--- config.mk ---
export PLATFORM = sky130hd
export DESIGN_NAME = writeback_stage
export DESIGN_NICKNAME = d
export VERILOG_FILES = /design/src/rtl/pipe_pkg.sv /design/src/rtl/load_extend.sv /design/src/rtl/writeback_stage.sv
export SDC_FILE = /design/constraint.sdc
export NUM_CORES = 1
export LEC_CHECK = 0
export CORE_UTILIZATION = 46
export CTS_BUF_LIST = sky130_fd_sc_hd__clkbuf_4 sky130_fd_sc_hd__clkbuf_8
export CTS_CLUSTER_SIZE = 8
export DETAILED_ROUTE_END_ITERATION = 12
export PLACE_DENSITY = 0.9
export SYNTH_ARGS = -nofsm -noshare
export SYNTH_HDL_FRONTEND = slang
export SYNTH_SLANG_ARGS = --single-unit
--- constraint.sdc ---
create_clock -name clk -period 5.43 [get_ports clk]
set_input_delay 1.086 -clock clk [delete_from_list [all_inputs] [get_ports clk]]
set_output_delay 1.086 -clock clk [all_outputs]
set_load 0.005 [all_outputs]
--- src/rtl/pipe_pkg.sv ---
// Shared pipeline encodings: result-select codes, load funct3 codes and the W-stage field bundle.
package pipe_pkg;

  localparam int unsigned XLEN   = 32;
  localparam int unsigned REG_AW = 5;
  localparam int unsigned F3_W   = 3;
  localparam int unsigned CNT_W  = 64;

  typedef enum logic [1:0] {
    RES_ALU  = 2'b00,
    RES_LOAD = 2'b01,
    RES_PC4  = 2'b10,
    RES_IMM  = 2'b11
  } result_src_e;

  localparam logic [F3_W-1:0] F3_LB  = 3'b000;
  localparam logic [F3_W-1:0] F3_LH  = 3'b001;
  localparam logic [F3_W-1:0] F3_LW  = 3'b010;
  localparam logic [F3_W-1:0] F3_LBU = 3'b100;
  localparam logic [F3_W-1:0] F3_LHU = 3'b101;

  typedef struct packed {
    logic              valid;
    logic              reg_write;
    result_src_e       result_src;
    logic [F3_W-1:0]   funct3;
    logic [XLEN-1:0]   alu_result;
    logic [XLEN-1:0]   read_data;
    logic [XLEN-1:0]   pc_plus4;
    logic [XLEN-1:0]   imm_ext;
    logic [REG_AW-1:0] rd;
  } wb_fields_t;

endpackage

--- src/rtl/load_extend.sv ---
// Combinational load lane extraction and sign/zero extension with misaligned/illegal-width detection.
module load_extend
  import pipe_pkg::*;
(
  input  logic            is_load,
  input  logic [F3_W-1:0] funct3,
  input  logic [1:0]      addr_lo,
  input  logic [XLEN-1:0] read_data,
  output logic [XLEN-1:0] load_data_c,
  output logic            misalign_c
);

  logic [7:0]  byte_sel;
  logic [15:0] half_sel;
  logic        bad_c;

  always_comb begin
    byte_sel = read_data[7:0];
    case (addr_lo)
      2'd1:    byte_sel = read_data[15:8];
      2'd2:    byte_sel = read_data[23:16];
      2'd3:    byte_sel = read_data[31:24];
      default: byte_sel = read_data[7:0];
    endcase
    half_sel = addr_lo[1] ? read_data[31:16] : read_data[15:0];
  end

  // Illegal or misaligned accesses yield zero data so the result mux never leaks a partial word.
  always_comb begin
    load_data_c = '0;
    bad_c       = 1'b0;
    case (funct3)
      F3_LB:  load_data_c = {{24{byte_sel[7]}}, byte_sel};
      F3_LBU: load_data_c = {24'd0, byte_sel};
      F3_LH: begin
        if (addr_lo[0]) bad_c = 1'b1;
        else            load_data_c = {{16{half_sel[15]}}, half_sel};
      end
      F3_LHU: begin
        if (addr_lo[0]) bad_c = 1'b1;
        else            load_data_c = {16'd0, half_sel};
      end
      F3_LW: begin
        if (addr_lo != 2'b00) bad_c = 1'b1;
        else                  load_data_c = read_data;
      end
      default: bad_c = 1'b1;
    endcase
    misalign_c = is_load & bad_c;
  end

endmodule

--- src/rtl/writeback_stage.sv ---
// M->W pipeline register with result select, load extension and register-file write gating.
// Optional retired-instruction counter InstretW is built only when WB_INSTRET_EN is defined.
module writeback_stage
  import pipe_pkg::*;
(
  input  logic              clk,
  input  logic              rst,
  input  logic              StallW,
  input  logic              FlushW,
  input  logic              ValidM,
  input  logic              RegWriteM,
  input  logic [1:0]        ResultSrcM,
  input  logic [F3_W-1:0]   Funct3M,
  input  logic [XLEN-1:0]   ALUResultM,
  input  logic [XLEN-1:0]   ReadDataM,
  input  logic [XLEN-1:0]   PCPlus4M,
  input  logic [XLEN-1:0]   ImmExtM,
  input  logic [REG_AW-1:0] RdM,
  output logic [REG_AW-1:0] RdW,
  output logic [XLEN-1:0]   ResultW,
  output logic              RegWriteW,
  output logic              ValidW,
  output logic              LoadMisalignW
`ifdef WB_INSTRET_EN
  ,
  output logic [CNT_W-1:0]  InstretW
`endif
);

  wb_fields_t      w_q, w_d, m_fields;
  logic [XLEN-1:0] load_data_c;
  logic            misalign_c;
  logic            is_load_c;

  always_comb begin
    m_fields            = '0;
    m_fields.valid      = 1'b1;
    m_fields.reg_write  = RegWriteM;
    m_fields.result_src = result_src_e'(ResultSrcM);
    m_fields.funct3     = Funct3M;
    m_fields.alu_result = ALUResultM;
    m_fields.read_data  = ReadDataM;
    m_fields.pc_plus4   = PCPlus4M;
    m_fields.imm_ext    = ImmExtM;
    m_fields.rd         = RdM;
  end

  // Flush beats stall; an invalid M slot is captured as a full bubble.
  always_comb begin
    w_d = w_q;
    if (FlushW)       w_d = '0;
    else if (!StallW) w_d = ValidM ? m_fields : '0;
  end

  always_ff @(posedge clk) begin
    if (rst) w_q <= '0;
    else     w_q <= w_d;
  end

  assign is_load_c = w_q.valid & (w_q.result_src == RES_LOAD);

  load_extend u_load_extend (
    .is_load     (is_load_c),
    .funct3      (w_q.funct3),
    .addr_lo     (w_q.alu_result[1:0]),
    .read_data   (w_q.read_data),
    .load_data_c (load_data_c),
    .misalign_c  (misalign_c)
  );

  always_comb begin
    ResultW = w_q.alu_result;
    case (w_q.result_src)
      RES_LOAD: ResultW = load_data_c;
      RES_PC4:  ResultW = w_q.pc_plus4;
      RES_IMM:  ResultW = w_q.imm_ext;
      default:  ResultW = w_q.alu_result;
    endcase
  end

  assign RdW           = w_q.rd;
  assign ValidW        = w_q.valid;
  assign LoadMisalignW = misalign_c;
  assign RegWriteW     = w_q.reg_write & w_q.valid & (w_q.rd != '0) & ~misalign_c;

`ifdef WB_INSTRET_EN
  logic [CNT_W-1:0] instret_q, instret_d;

  // Retirement is judged on the instruction currently in W; a flush replaces it only afterwards.
  always_comb begin
    instret_d = instret_q;
    if (w_q.valid && !StallW && !misalign_c) instret_d = instret_q + CNT_W'(1);
  end

  always_ff @(posedge clk) begin
    if (rst) instret_q <= '0;
    else     instret_q <= instret_d;
  end

  assign InstretW = instret_q;
`endif

endmodule

# Yosys cells after proc, flatten, opt, wreduce, memory -nomap -nowiden

Index checks and enable logic that the tools add are counted.

Logic and storage cells: 42
Flip-flop bits (word level): 140
Output and inout port bits: 40

Bitwise operators: 6
Reduce and logical (&&, ||, !) cells: 6
Muxes and demuxes: 11
Equal/unequal tests: 10

Operators with widths:

| cell                                                             | number |
|---|---|
| 32-bit one-hot mux with 5 select lines                           | 1 |
| 140-bit 2-to-1 mux                                               | 1 |
| 32-bit one-hot mux with 3 select lines                           | 1 |
| 32-bit 2-to-1 mux                                                | 2 |
| 16-bit 2-to-1 mux                                                | 2 |
| 8-bit one-hot mux with 3 select lines                            | 1 |
| 2-bit == test (second input constant)                            | 4 |
| 3-bit == test (second input constant)                            | 2 |
| 2-bit OR reduction                                               | 3 |
| 1-bit bitwise AND                                                | 5 |
| 5-bit nonzero test                                               | 1 |
| 2-bit by 1-bit == test with 1-bit output (second input constant) | 2 |
| 3-bit by 1-bit == test with 1-bit output (second input constant) | 1 |
| 3-bit by 2-bit == test with 1-bit output (second input constant) | 1 |
| 3-bit zero test                                                  | 1 |
| 1-bit one-hot mux with 3 select lines                            | 1 |
| 1-bit 2-to-1 mux                                                 | 2 |
| 2-bit nonzero test                                               | 1 |
| 1-bit inverter                                                   | 1 |

# Longest topological paths before layout

Gate-level depths: netlist of the first run.

Depth in word-level cells: 6
Depth in mapped cells: 7

# Hierarchy

A second synthesis of the first run with hierarchy kept.

Cell total of the unflattened synthesis: 760
Area, all modules: 7,074.3 um^2

By module, submodules not included:

| module          | area each (um^2) | cells an instance | instances |
|---|---|---|---|
| writeback_stage | 6,398.6          | 674               | 1 |
| load_extend     | 675.6            | 86                | 1 |

# Worst setup path before layout of the first run

Ideal clock, no wire load.

Path type: flip-flop to output port
Start point: register w_q[133] in the netlist's numbering
End point: output ResultW[27]
Arrival: 1.484 ns
Cell stages (with the launch flop): 7
Setup slack: 2.860 ns
Required time: 4.344 ns
Cell sequence: dfxtp_1 buf_2 or3b_4 nor3_4 buf_4 a21oi_1 a21oi_2

Cells in the longest elaborated chain, start to end: 3

Ends and longest elaborated chain:

| item                                                             | RTL line              | text |
|---|---|---|
| start: declaration                                               | writeback_stage.sv:30 | `wb_fields_t w_q, w_d, m_fields;` |
| start signal: assignment                                         | writeback_stage.sv:57 | `else w_q <= w_d;` |
| 3-bit by 2-bit == test with 1-bit output (tied with other cells) | load_extend.sv:32     | `case (funct3)` |
| 32-bit one-hot mux with 5 select lines (*)                       | load_extend.sv:32     |  |
| 32-bit one-hot mux with 3 select lines (*)                       | writeback_stage.sv:73 | `case (w_q.result_src)` |
| end: declaration                                                 | writeback_stage.sv:20 | `output logic [XLEN-1:0] ResultW,` |

Mark *: on every way between the ends. The rest lies on a longest branch, timed or not.

# Final worst setup path of the first run

Start point: register w_q[101] in the netlist's numbering
End point: output ResultW[18]

Cells in the longest elaborated chain, start to end: 4

Ends and longest elaborated chain:

| item                                                                              | RTL line                             | text |
|---|---|---|
| 2-bit == test (tied with other cells)                                             | load_extend.sv:19                    | `case (addr_lo)` |
| 8-bit one-hot mux with 3 select lines / 32-bit 2-to-1 mux (equally long branches) | load_extend.sv:19, load_extend.sv:44 |  |
| 32-bit one-hot mux with 5 select lines (*)                                        | load_extend.sv:32                    |  |
| 32-bit one-hot mux with 3 select lines (*)                                        | writeback_stage.sv:73                |  |

Marked as above.

==> qor.txt, run 1 <==
Detailed-route wire length per cell - 19.45 um
Sum of negative setup slack - 0 ns
Post-synthesis register bit count - 140
Full die area - 0.01415 mm^2
Final cycle utilization of the critical path - 81.75%
Wire length the detailed router placed on met1 - 8529 um
Worst hold path type - reg2reg
Sink Count - 140
Main combinational cell family by area after synthesis - compound AO/OA/AOI/OAI gates
Total Routed Length - 20,050 um
Setup repair after global routing missed its margin - no
Top cell type's share of synthesized area - 44.56%
Count of input and output buffers - 183
Horizontal die dimension - 118.9 um
Run status - complete, no violations
Final hold viol count - 0
Vias in the first global route - 5,658
Resized cells post-CTS - 0
Wire length of the first global-routing pass - 30,970 um
WP data required - 4.34 ns
Crit. End Element - output port
Effective utilization at floorplan - 47.31%
Startpoint-to-endpoint class of the critical path - reg2out
Cell variety after synth - 45
Count of routing violations after the opening detailed-route iteration - 638
Vias per cell - 5.993
Antenna Nets Post-Route - 0
Max-cap violations - 0
Yosys warning total - 0
Portion of the post-synthesis area used by sequential elements - 44.56%
Number of antenna violations at the first check in global routing - 1
Biggest cell delay along the critical path - 0.83 ns
Share of cell area taken by muxes after synthesis - 5.053%
Highest layer used for signal routing - met4
Worst vdd rail ir drop - 157.1 uV
Level count of the clock H-tree - 4
Post-synthesis cell count - 709
Routed met2 length - 9077 um
Max transition margin - 33.32%
CTS tree - yes
Post-synth ARST share - 0%
Most used flip-flop cell after synthesis - sky130_fd_sc_hd__dfxtp_1
Synthesized cell area - 0.006290 mm^2
Final number of max-transition violations - 0
Number of top-level pins - 184
Highest net fanout along the worst path - 22
Met3 layer wire length in the routed design - 1763 um
Post-synth top area cell - sky130_fd_sc_hd__dfxtp_1
Buffers from clock root to sink, at most - 2
Number of synthesized flops with an enable pin - 0
GRT overflow - 0
Register clock-pin slew on the reported worst setup and hold paths - 0.07 ns
Layout cells sized above 1 - 8.314%
Final estimated routing congestion in global placement - 0.9383
Fraction of the core area covered by cells at the end of the flow - 63.82%
Area contributors post-synth - sky130_fd_sc_hd__dfxtp_1, sky130_fd_sc_hd__a22oi_1, sky130_fd_sc_hd__nor2_1, sky130_fd_sc_hd__a2bb2oi_1, sky130_fd_sc_hd__clkbuf_1
Simple-gate share of the synthesized area - 13.23%
Highest-delay cell along the critical path - sky130_fd_sc_hd__dfxtp_1
Half-perimeter wire length after detailed placement - 14,140 um
Net count, final - 987
Post-synthesis net count - 853
Startpoint type of the worst setup path - register
WHS Path Cells - 2
Global routing usage summed across all routing layers - 28.41%
Adder-cell share of the synthesized area - 0%
Largest net degree at the start of global routing - 96
Std-Cell Rows - 42
Worst-path cell chain - mux4_2, a2bb2oi_1, or3_1, a21oi_1, clkdlybuf4s50_1
Synth-to-Final Area Change - 34.89%
Count of buffers added by post-CTS timing repair for setup - 0
Total power - 2220 uW
Vert. Die Dim - 118.9 um
Share of the synthesized area in compound gates (AO/OA/AOI/OAI) - 31.61%
Leakage component of the power - 0.002983 uW
Area of the placeable core - 0.01330 mm^2
Number of vias after detailed routing - 6,179
Number of remaining DRC errors - 0
Syn Area/Cell - 8.871 um^2
Number of hold buffers added after CTS - 0
Post-route standard cell area excluding fillers - 0.008484 mm^2
PwrDens - 261.6 mW/mm^2
Shortest period the worst path allows - 4.439 ns
Later-pin clock latency in the skew report - 0.43 ns
Area post-placement - 0.008075 mm^2
Worst Reg2Reg Path Length in Cells - 2
Number of buffers inserted during clock tree synthesis - 17
Max Clock Skew - 0 ns
Worst Max-Slew Pin Slew - 1.000 ns
Arrival time of data at the critical path endpoint - 3.35 ns
Buffer type at the clock tree root - sky130_fd_sc_hd__clkbuf_8
Number of setup violations in the final report - 0
Max frequency - 225.3 MHz
XOR/XNOR share of the synthesized area - 0%
Worst hold slack - 0.5172 ns
Iteration count of the initial detailed-routing pass - 5
-- power breakdown --
group          leakage [uW]  internal [uW]  switching (uW)
clock network      0.000206            492             376
registers           0.00113           1050            20.6
logic               0.00164            161             122
-- worst max-delay path, delay by kind of cell, from the launching register on --
family / cells / cell delay [ns]
and+or+nand+nor: 1 / 0.60
muxes: 1 / 0.62
DFF: 1 / 0.83
buffers and inverters: 1 / 0.51
AOI/OAI and AO/OA: 2 / 0.33
-- layout by cell type (no fill, tap or decap), types with 2 or more instances in the layout --
cell type                         instances
sky130_fd_sc_hd__a21o_1                   2
sky130_fd_sc_hd__clkinv_2                 2
sky130_fd_sc_hd__a22oi_1                148
sky130_fd_sc_hd__clkbuf_4                 4
sky130_fd_sc_hd__a221o_1                  6
sky130_fd_sc_hd__a22o_1                   2
sky130_fd_sc_hd__o21a_1                   5
sky130_fd_sc_hd__o211ai_1                 2
sky130_fd_sc_hd__a21boi_0                 2
sky130_fd_sc_hd__buf_4                   10
sky130_fd_sc_hd__bufinv_16                3
sky130_fd_sc_hd__nand2b_1                 3
sky130_fd_sc_hd__clkbuf_8                19
sky130_fd_sc_hd__mux2_2                   9
sky130_fd_sc_hd__clkinvlp_4               2
sky130_fd_sc_hd__dfxtp_1                140
sky130_fd_sc_hd__a21oi_1                 30
sky130_fd_sc_hd__o21ai_1                  9
sky130_fd_sc_hd__clkdlybuf4s50_1        182
sky130_fd_sc_hd__a32oi_1                  2
sky130_fd_sc_hd__and3b_1                  4
sky130_fd_sc_hd__inv_1                    2
sky130_fd_sc_hd__mux2i_1                  7
sky130_fd_sc_hd__nor2b_1                  3
sky130_fd_sc_hd__mux4_2                   6
sky130_fd_sc_hd__o22ai_1                 18
sky130_fd_sc_hd__nor2_1                 146
sky130_fd_sc_hd__o31ai_1                  2
sky130_fd_sc_hd__a211oi_1                 3
sky130_fd_sc_hd__a2bb2oi_1               24
sky130_fd_sc_hd__a21oi_2                 10
sky130_fd_sc_hd__nand2_1                 27
sky130_fd_sc_hd__o22a_1                   4
-- cell families (layout without fill, tap and decap cells) --
kind of cell	count (synthesis)	count (layout)
buf+inv	79	224
mux	23	23
simple gates	195	195
flops	140	140
other cells	0	1
compound gates	272	272
-- worst paths after layout --
path / startpoint / to / slack, ns
min: w_q[39] / w_q[39] / 0.52
max reg2reg: w_q[102] / w_q[102] / 4.09
max: w_q[101] / ResultW[18] / 0.99
min reg2reg: w_q[39] / w_q[39] / 0.52
-- layout make-up --
class | instances | area (um^2)
clock inverters | 7 | 115.1
fillers | 1099 | 4811
clock buffers | 23 | 291.5
flip-flops and latches | 140 | 2803
inverters | 2 | 7.507
multi-input cells | 490 | 3148
repair buffers | 192 | 1897
diodes | 1 | 2.502
well taps | 176 | 220.2
-- state kept, by name, summed over array words and instances, names as in the netlist --
| register | flops |
|---|---|
| ValidW | 1 |
| w_q | 134 |
| RdW | 5 |
-- synthesized netlist by cell type (all sizes together) (2+ instances only) --
master	n
clkbuf	49
a221o	6
o21ai	10
dfxtp	140
nor2	146
a211oi	3
buf	28
and3b	4
a21o	2
o31ai	2
nor2b	4
inv	2
mux2	10
nand2	27
a21boi	3
a32oi	2
mux2i	7
nand2b	3
nor3	2
o211ai	2
o22ai	18
o21a	5
a22oi	148
o22a	4
a21oi	40
a22o	2
a2bb2oi	24
or2	2
mux4	6
-- stage by stage --
stage / cells / setup WS (ns)
floorplan: 709 / 2.860
global placement: 1000 / 1.565
detailed placement: 1000 / 1.532
CTS: 1030 / 1.021
global route: 1031 / 0.8557
finish: 1031 / 0.9911
-- per-layer routing --
layer,vias to the layer above,track usage [%]
li1,2885,-
met1,2924,38.85
met2,322,42.40
met3,48,5.795
met4,0,14.24
met5,-,0
No activity file was read; power rests on OpenSTA's default activity.
==> run 2, diff against run 1 <==
==> constraint.sdc (replaced) <==
create_clock -name clk -period 4.1 [get_ports clk]
set_input_delay 0.82 -clock clk [delete_from_list [all_inputs] [get_ports clk]]
set_output_delay 0.82 -clock clk [all_outputs]
set_load 0.005 [all_outputs]
==> qor.txt, run 2 (synthesis gave the netlist of run 1 again) <==
Clock network fraction of total power - 38.8% (was 39.1%)
Count of buffers added by post-CTS timing repair for setup - 0 (unchanged)
Net count, final - 990 (was 987)
Worst hold slack - 0.5170 ns (was 0.5172 ns)
Critical path depth in cells - 5 (unchanged)
Total Routed Length - 20,050 um (about the same)
Antenna Nets Post-Route - 0 (unchanged)
Register clock-pin slew on the reported worst setup and hold paths - 0.08 ns (was 0.07 ns)
Vias per cell - 5.954 (was 5.993)
Worst Reg2Reg Path Length in Cells - 3 (was 2)
Max frequency - 258.5 MHz
Number of buffers inserted during clock tree synthesis - 17 (unchanged)
Largest reg by FF count - w_q (unchanged)
Iteration count of the initial detailed-routing pass - 5 (unchanged)
Startpoint-to-endpoint class of the critical path - reg2out (unchanged)
Internal power - 2218 uW (was 1701 uW)
Sum of negative setup slack - 0 ns (unchanged)
Buffers from clock root to sink, at most - 2 (unchanged)
Worst vdd rail ir drop - 228.9 uV (was 157.1 uV)
Crit. End Element - output port (unchanged)
Half-perimeter wire length after detailed placement - 13,900 um (was 14,140 um)
Run status - complete, no violations (unchanged)
Crit path buffers/inverters - 1 (unchanged)
Max Clock Skew - 0 ns (unchanged)
Max transition margin - 38.34% (was 33.32%)
Final hold viol count - 0 (unchanged)
Max FFs per register - 134 (unchanged)
Count of routing violations after the opening detailed-route iteration - 624 (was 638)
Number of antenna violations at the first check in global routing - 2 (was 1)
GRT overflow - 0 (unchanged)
Final cycle utilization of the critical path - 94.37%
Sequential Power Share - 48.2% (was 48.1%)
Count of input and output buffers - 183 (unchanged)
Highest-delay cell along the critical path - sky130_fd_sc_hd__dfxtp_1 (unchanged)
Horizontal die dimension - 118.9 um (unchanged)
Worst hold path type - reg2reg (unchanged)
Biggest cell delay along the critical path - 0.67 ns (was 0.83 ns)
Effective utilization at floorplan - 47.31% (unchanged)
WHS Path Cells - 2 (unchanged)
Std-Cell Rows - 42 (unchanged)
Most common library cell in the layout ignoring fill and taps - sky130_fd_sc_hd__clkdlybuf4s50_1 (unchanged)
RR Startpoint - w_q[136] (was w_q[102])
Top library cells by usage in the layout, fill and taps aside - sky130_fd_sc_hd__clkdlybuf4s50_1, sky130_fd_sc_hd__a22oi_1, sky130_fd_sc_hd__nor2_1 (unchanged)
Vert. Die Dim - 118.9 um (unchanged)
Place WS - 0.7495 ns (was 1.532 ns)
Synth-to-Final Area Change - 35.45% (was 34.89%)
Capturing element of the worst setup path - ResultW[28] (was ResultW[18])
Resized cells post-CTS - 0 (unchanged)
Reg-to-reg slack, setup - 2.74 ns (was 4.09 ns)
Number of hold buffers added after CTS - 0 (unchanged)
R2R Path End - w_q[136] (was w_q[102])
Switching power total - 708.7 uW (was 518.6 uW)
Startpoint type of the worst setup path - register (unchanged)
Number of setup violations in the final report - 0 (unchanged)
PwrDens - 343.5 mW/mm^2 (was 261.6 mW/mm^2)
Vias in the first global route - 5,576 (was 5,658)
Level count of the clock H-tree - 4 (unchanged)
Shortest period the worst path allows - 3.869 ns
WP data required - 3.28 ns (was 4.34 ns)
Leakage component of the power - 0.003006 uW (was 0.002983 uW)
Final number of max-transition violations - 0 (unchanged)
Portion of total power attributed to combinational logic - 13.0% (was 12.8%)
Number of top-level pins - 184 (unchanged)
Origin of the worst setup path - w_q[134] (was w_q[101])
Largest net degree at the start of global routing - 141 (was 96)
Largest delay share family, worst path - simple AND/OR/NAND/NOR gates (was flip-flops)
Area of the placeable core - 0.01330 mm^2 (unchanged)
Final estimated routing congestion in global placement - 0.9632 (was 0.9383)
CTS tree - yes (unchanged)
Post-route worst setup slack - 0.2309 ns (was 0.9911 ns)
Later-pin clock latency in the skew report - 0.44 ns (was 0.43 ns)
Number of remaining DRC errors - 0 (unchanged)
Worst-path cell chain - or3b_4, nor3_4, a21oi_1, a21oi_2, clkdlybuf4s50_1 (was mux4_2, a2bb2oi_1, or3_1, a21oi_1, clkdlybuf4s50_1)
Sink Count - 140 (unchanged)
Highest net fanout along the worst path - 17 (was 22)
Arrival time of data at the critical path endpoint - 3.05 ns (was 3.35 ns)
Global routing usage summed across all routing layers - 28.41% (about the same)
Sw frac - 24.21% (was 23.36%)
Fraction of the core area covered by cells at the end of the flow - 64.08% (was 63.82%)
Full die area - 0.01415 mm^2 (unchanged)
Buffer type at the clock tree root - sky130_fd_sc_hd__clkbuf_8 (unchanged)
Wire length of the first global-routing pass - 30,690 um (was 30,970 um)
Number of vias after detailed routing - 6,174 (was 6,179)
Worst Max-Slew Pin Slew - 0.9249 ns (was 1.000 ns)
Detailed-route wire length per cell - 19.34 um (was 19.45 um)
Max-cap violations - 0 (unchanged)
Layout cells sized above 1 - 8.847% (was 8.314%)
Setup repair after global routing missed its margin - no (unchanged)
-- run 2: layer usage --
| metal | up-vias | GRT usage, % | routed length (um) | part of all wire [%] |
|---|---|---|---|---|
| li1 | 2901 | - | - | - |
| met1 | 2933 | 38.92 | 8701 | 43 |
| met2 | 304 | 42.11 | 9178 | 46 |
| met3 | 36 | 5.939 | 1541 | 7.7 |
| met4 | 0 | 14.56 | 629 | 3.1 |
| met5 | - | 0 | 0 | 0 |
-- run 2: tightest hold or removal path, stage by stage, from the launching register on --
cell and delay [ns]:
sky130_fd_sc_hd__dfxtp_1 0.33, sky130_fd_sc_hd__a22oi_1 0.08, sky130_fd_sc_hd__nor2_1 0.08
-- run 2: area by class of cell --
cell class	instances	area (um^2)
inverter	2	7.507
clock inverter	13	148.9
fill	1075	4776
sequential	140	2803
tap	176	220.2
multi-input combinational	490	3148
timing repair buffer	195	1932
antenna	2	5.005
clock buffer	19	255.2
-- run 2: how the worst min path moves through the flow --
stage               startpoint      end  slack, ns
floorplan              w_q[10]  w_q[10]       0.48
global placement       w_q[20]  w_q[20]       0.49
detailed placement     w_q[37]  w_q[37]       0.50
CTS                    w_q[42]  w_q[42]       0.52
global route           w_q[42]  w_q[42]       0.53
finish                  w_q[9]   w_q[9]       0.52
-- run 2: power by group through the flow --
stage	Sequential [uW]	Clock, uW	Combinational, uW
finish	1410	1140	380
global placement	1440	0	373
detailed placement	1440	0	374
CTS	1410	1150	376
global route	1410	1210	408
floorplan	1430	0	174
-- run 2: metrics by stage --
stage	std cells	power (uW)	instance area [um^2]
after detailed placement	1003	1815	8110
after global routing	1037	3033	8519
after CTS	1035	2936	8514
after global placement	1003	1813	8110
after floorplan	709	1604	6290
final	1037	2927	8519
